--- config.mk ---
export PLATFORM = sky130hd
export DESIGN_NAME = sbox_share_ctrl
export DESIGN_NICKNAME = d
export VERILOG_FILES = /design/src/rtl/aes_pkg.sv /design/src/rtl/sbox_rr_arb.sv /design/src/rtl/sbox_share_ctrl.sv
export SDC_FILE = /design/constraint.sdc
export NUM_CORES = 1
export LEC_CHECK = 0
export CORE_ASPECT_RATIO = 1.25
export CORE_MARGIN = 2
export CORE_UTILIZATION = 42
export DETAILED_ROUTE_END_ITERATION = 8
export GPL_TIMING_DRIVEN = 0
export PLACE_DENSITY = 0.66
export SLEW_MARGIN = 20
export SYNTH_ARGS = -nofsm -noshare
export SYNTH_HDL_FRONTEND = slang
export SYNTH_HIERARCHICAL = 1
export SYNTH_SLANG_ARGS = --single-unit
--- constraint.sdc ---
create_clock -name clk -period 29.4 [get_ports clk]
set_input_delay 7.35 -clock clk [delete_from_list [all_inputs] [get_ports clk]]
set_output_delay 7.35 -clock clk [all_outputs]
set_load 0.005 [all_outputs]
--- src/rtl/aes_pkg.sv ---
// Shared AES datapath constants, S-box sharing FSM states and requester ids.
package aes_pkg;

    localparam int unsigned AES_BYTE_W = 8;
    localparam int unsigned SB_BYTES   = 16;
    localparam int unsigned KX_BYTES   = 4;

    typedef enum logic [1:0] {
        StIdle,
        StIssue,
        StDrain
    } sbox_state_e;

    typedef enum logic {
        ReqSb = 1'b0,
        ReqKx = 1'b1
    } req_id_e;

endpackage

--- src/rtl/sbox_rr_arb.sv ---
// Two-way round-robin arbiter between SubBytes and key expansion for the shared S-box.
module sbox_rr_arb
    import aes_pkg::*;
(
    input  logic    clk,
    input  logic    rst,
    input  logic    en,
    input  logic    sb_req,
    input  logic    kx_req,
    output logic    grant,
    output req_id_e grant_id
);

    req_id_e last_grant_q;

    always_comb begin
        grant = en && (sb_req || kx_req);
        // On a tie the requester that did not win last time goes first.
        if (sb_req && kx_req) begin
            grant_id = (last_grant_q == ReqSb) ? ReqKx : ReqSb;
        end else if (kx_req) begin
            grant_id = ReqKx;
        end else begin
            grant_id = ReqSb;
        end
    end

    always_ff @(posedge clk or posedge rst) begin
        if (rst) begin
            last_grant_q <= ReqSb;
        end else if (grant) begin
            last_grant_q <= grant_id;
        end
    end

endmodule

--- src/rtl/sbox_share_ctrl.sv ---
// Shares one byte-wide S-box ROM between SubBytes (16 bytes) and SubWord (4 bytes),
// streaming one address per cycle and returning the substituted word with a done pulse.
module sbox_share_ctrl #(
    parameter int unsigned SB_BYTES = aes_pkg::SB_BYTES,
    parameter int unsigned KX_BYTES = aes_pkg::KX_BYTES,
    parameter int unsigned SBOX_LAT = 0
) (
    input  logic                  clk,
    input  logic                  rst,
    input  logic                  sb_req,
    input  logic [8*SB_BYTES-1:0] sb_state_in,
    output logic                  sb_done,
    output logic [8*SB_BYTES-1:0] sb_state_out,
    input  logic                  kx_req,
    input  logic [8*KX_BYTES-1:0] kx_word_in,
    output logic                  kx_done,
    output logic [8*KX_BYTES-1:0] kx_word_out,
    output logic                  busy,
    output logic [7:0]            sbox_addr,
    output logic                  sbox_chip_en,
    output logic                  sbox_read_en,
    input  logic [7:0]            sbox_data
);

    import aes_pkg::*;

    localparam int unsigned SbW  = AES_BYTE_W * SB_BYTES;
    localparam int unsigned KxW  = AES_BYTE_W * KX_BYTES;
    localparam int unsigned IdxW = $clog2(SB_BYTES);
    localparam logic [IdxW-1:0] SbLast = IdxW'(SB_BYTES - 1);
    localparam logic [IdxW-1:0] KxLast = IdxW'(KX_BYTES - 1);

    sbox_state_e     state_q, state_d;
    req_id_e         owner_q;
    req_id_e         grant_id;
    logic            grant;
    logic [SbW-1:0]  op_q, buf_q, sb_out_q, cap_word;
    logic [KxW-1:0]  kx_out_q;
    logic [IdxW-1:0] iss_cnt_q, cap_cnt_q, owner_last;
    logic            sb_done_q, kx_done_q;
    logic            issuing, iss_last, cap_valid, cap_last;

    sbox_rr_arb u_arb (
        .clk      (clk),
        .rst      (rst),
        .en       (state_q == StIdle),
        .sb_req   (sb_req),
        .kx_req   (kx_req),
        .grant    (grant),
        .grant_id (grant_id)
    );

    assign owner_last = (owner_q == ReqSb) ? SbLast : KxLast;
    assign issuing    = (state_q == StIssue);
    assign iss_last   = issuing && (iss_cnt_q == owner_last);
    assign cap_last   = cap_valid && (cap_cnt_q == owner_last);

    // Capture strobe trails the address strobe by the ROM latency.
    if (SBOX_LAT == 0) begin : g_lat0
        assign cap_valid = issuing;
    end else begin : g_lat
        logic [SBOX_LAT-1:0] pipe_q;
        always_ff @(posedge clk or posedge rst) begin
            if (rst) begin
                pipe_q <= '0;
            end else begin
                pipe_q[0] <= issuing;
                for (int i = 1; i < int'(SBOX_LAT); i++) begin
                    pipe_q[i] <= pipe_q[i-1];
                end
            end
        end
        assign cap_valid = pipe_q[SBOX_LAT-1];
    end

    always_comb begin
        state_d = state_q;
        unique case (state_q)
            StIdle:  if (grant) state_d = StIssue;
            StIssue: if (iss_last) state_d = (SBOX_LAT == 0) ? StIdle : StDrain;
            StDrain: if (cap_last) state_d = StIdle;
            default: state_d = StIdle;
        endcase
    end

    always_comb begin
        cap_word = buf_q;
        cap_word[32'(cap_cnt_q) * AES_BYTE_W +: AES_BYTE_W] = sbox_data;
    end

    always_ff @(posedge clk or posedge rst) begin
        if (rst) begin
            state_q   <= StIdle;
            owner_q   <= ReqSb;
            op_q      <= '0;
            buf_q     <= '0;
            sb_out_q  <= '0;
            kx_out_q  <= '0;
            iss_cnt_q <= '0;
            cap_cnt_q <= '0;
            sb_done_q <= 1'b0;
            kx_done_q <= 1'b0;
        end else begin
            state_q   <= state_d;
            sb_done_q <= 1'b0;
            kx_done_q <= 1'b0;
            if (grant) begin
                owner_q <= grant_id;
                op_q    <= (grant_id == ReqSb) ? sb_state_in : SbW'(kx_word_in);
            end
            if (issuing) begin
                iss_cnt_q <= iss_last ? '0 : iss_cnt_q + 1'b1;
            end
            if (cap_valid) begin
                buf_q     <= cap_word;
                cap_cnt_q <= cap_last ? '0 : cap_cnt_q + 1'b1;
                if (cap_last && owner_q == ReqSb) begin
                    sb_out_q  <= cap_word;
                    sb_done_q <= 1'b1;
                end else if (cap_last) begin
                    kx_out_q  <= cap_word[KxW-1:0];
                    kx_done_q <= 1'b1;
                end
            end
        end
    end

    assign sb_done      = sb_done_q;
    assign kx_done      = kx_done_q;
    assign sb_state_out = sb_out_q;
    assign kx_word_out  = kx_out_q;
    assign busy         = (state_q != StIdle);
    assign sbox_addr    = issuing ? op_q[32'(iss_cnt_q) * AES_BYTE_W +: AES_BYTE_W] : 8'h00;
    assign sbox_chip_en = issuing;
    assign sbox_read_en = issuing;

endmodule
==> flow_summary.json <==
{
  "remaining_drc_errors": 0,
  "worstReg2RegStart": "cap_cnt_q[0]",
  "antenna_found_initial": 0,
  "die_w_um": 197,
  "rows": 88,
  "grt_max_degree": 97,
  "ys_warn_count": 6,
  "worstPathRequired_ps": 22050,
  "relSlewSlack": 0.362,
  "cap_violations": 0,
  "worstMarginPinSlew_ps": 957,
  "outcome": "finished, final reports clean",
  "seq_area_frac_synth": 0.551,
  "firstDrtPassIters": 8,
  "n_antenna_cell": 0,
  "synthTopCellsByArea": "dfrtp_1, mux2i_1, mux2_2, o21ai_0, nand2_1",
  "grt_pass1_wl_mm": 92.6,
  "ir_worst_vdd_mv": 0.0561,
  "crit_arrival_ps": 3550,
  "min_period_ps": 10900,
  "routedWlPerCell_um": 20.8,
  "ys_ff_latch": 429,
  "cp-end-kind": "primary output",
  "drive_above_1_share": 0.100,
  "vias": 15600,
  "wl_mm": 59.9,
  "syn_area_per_cell_um2": 10.4,
  "coreArea_mm2": 0.0460,
  "skew_ps": 16.6,
  "cts_tree": "built",
  "path_max_fanout": 10,
  "grt_usage": 0.250,
  "r2r_cells": 9,
  "fmax_ghz": 0.0917,
  "die_area_mm2": 0.0481,
  "finalSetupViolations": 0,
  "cts_hold_buf": 0,
  "cts_buffers": 44,
  "fp.dieH_um": 245,
  "whs_ps": 477,
  "final_nets": 2449,
  "ys_types": 63,
  "whs_endpoint": "u_arb/last_grant_q",
  "final_cell_mix": "dfrtp_1, clkdlybuf4s50_1, nand2_1",
  "portBuffers": 344,
  "synth-edff-count": 0,
  "globalplace.congestion": 0.890,
  "hold_viol_final": 0,
  "htreeDepth": 2,
  "synthCells": 1877,
  "ant_nets": 0,
  "max-clock-path-buffers": 3,
  "cp-start-kind": "register",
  "hp-class": "reg -> reg",
  "start_util": 0.423,
  "register_area_mm2": 0.0107,
  "period_share": 0.371,
  "cts_resized": 0,
  "grt-ovfl-total": 0,
  "cts_sinks": 429,
  "multi_input_area_mm2": 0.00776,
  "syn-num-nets": 2055,
  "fin_setup_tns_ps": 0,
  "path_clk_slew_ps": 60,
  "fin_cells": 2881,
  "p_leak_nw": 10.7,
  "layout.cells.most_common": "dfrtp_1",
  "regToRegEndpoint": "sb_state_out[15]",
  "yosysTopAreaCellShare": 0.551,
  "hp-start": "u_arb/last_grant_q",
  "synth_area_leader_cell": "dfrtp_1",
  "fill_cells": 4084,
  "ys.flop_type": "dfrtp_1",
  "area_growth_pct": 29.0,
  "ios": 345,
  "clkLatencyLatePin_ps": 560,
  "cts-root-buf": "clkbuf_16",
  "report.power.total_mw": 2.70,
  "maxSlewViolCount": 0,
  "drt-initial-drc-count": 886,
  "whs_path_depth": 1,
  "rrSetupSlack_ps": 25400,
  "dp_hpwl_mm": 45.1,
  "crit_type": "reg -> out",
  "postCtsSetupRepairBufs": 0,
  "grt_pass1_vias": 16200,
  "dp_cells": 2810,
  "netlist_area_mm2": 0.0195,
  "synthArstFlopShare": 1.00,
  "cellPowerDensity_mw_per_mm2": 108,
  "rsz0062_at_grt": "no",
  "viasPerCell": 5.40
}
stage by stage:
stage / setup WS (ps) / instance area (um^2) / utilization
6_report: 18500 / 25100 / 0.546
5_1_grt: 18350 / 25100 / 0.546
4_1_cts: 18490 / 25100 / 0.546
3_5_place_dp: 19100 / 23800 / 0.517
3_3_place_gp: 5500 / 23700 / 0.514
2_1_floorplan: 10130 / 19500 / -
cells in the mapped netlist, types with 10 or more instances:
cell type,number
o21ai_0,191
nand2_1,206
nor3b_1,10
buf_1,28
a31oi_1,41
buf_2,14
a21oi_1,128
a22oi_1,15
clkbuf_1,81
dfrtp_1,429
mux2_2,89
mux2i_1,171
nor2_1,178
mux4_2,14
nand3_1,36
inv_1,115
layer usage:
metal	GRT usage	part of all wire
met5	0	0
met4	0.0984	0.040
met3	0.0423	0.059
met2	0.447	0.51
met1	0.299	0.39
area by class of cell:
cell class | instances | share of cell area
sequential | 429 | 0.427
multi-input combinational | 1200 | 0.309
clock buffer | 57 | 0.0490
timing repair buffer | 348 | 0.141
buffer | 131 | 0.0221
inverter | 117 | 0.0178
clock inverter | 14 | 0.00423
tap | 585 | 0.0291
kinds of logic (layout without fill, tap and decap cells):
family	Yosys count	after routing	share of synthesized area
compound gates	417	417	0.120
xor+xnor	3	3	0.00135
fa+ha+maj	6	6	0.00385
buf+inv	248	667	0.0510
flops	429	429	0.551
mux	274	274	0.156
simple gates	500	500	0.117
worst max-delay path, cell delays in order, from the launching register on:
cell and delay [ps]:
dfrtp_1 690, clkbuf_1 580, inv_1 340, nor2_1 350, o2111ai_1 160, a21oi_1 300, clkdlybuf4s50_1 560
how the worst max path moves through the flow:
stage          startpoint  cells after the start         endpoint
2_1_floorplan         rst                      1         buf_q[0]
3_3_place_gp          rst                      2  kx_word_out[10]
3_5_place_dp   state_q[0]                      6     sbox_addr[1]
4_1_cts        state_q[0]                      6     sbox_addr[1]
5_1_grt        state_q[0]                      6     sbox_addr[1]
6_report       state_q[0]                      6     sbox_addr[1]
report_power, final:
| group | switching [mW] | leakage, nW | total (mW) | internal [mW] |
|---|---|---|---|---|
| combinational | 0.637 | 4.85 | 1.18 | 0.539 |
| sequential | 0.154 | 5.14 | 0.996 | 0.842 |
| clock | 0.230 | 0.671 | 0.532 | 0.302 |
| total | 1.02 | 10.7 | 2.70 | 1.68 |
flip-flops by register name, summed over array words and instances (netlist names):
| register | count |
|---|---|
| sb_state_out | 128 |
| kx_done | 1 |
| owner_q | 1 |
| cap_cnt_q | 4 |
| op_q | 128 |
| u_arb/last_grant_q | 1 |
| sb_done | 1 |
| state_q | 1 |
| iss_cnt_q | 4 |
| kx_word_out | 32 |
| buf_q | 128 |
Power figures use the tool's default switching activity.
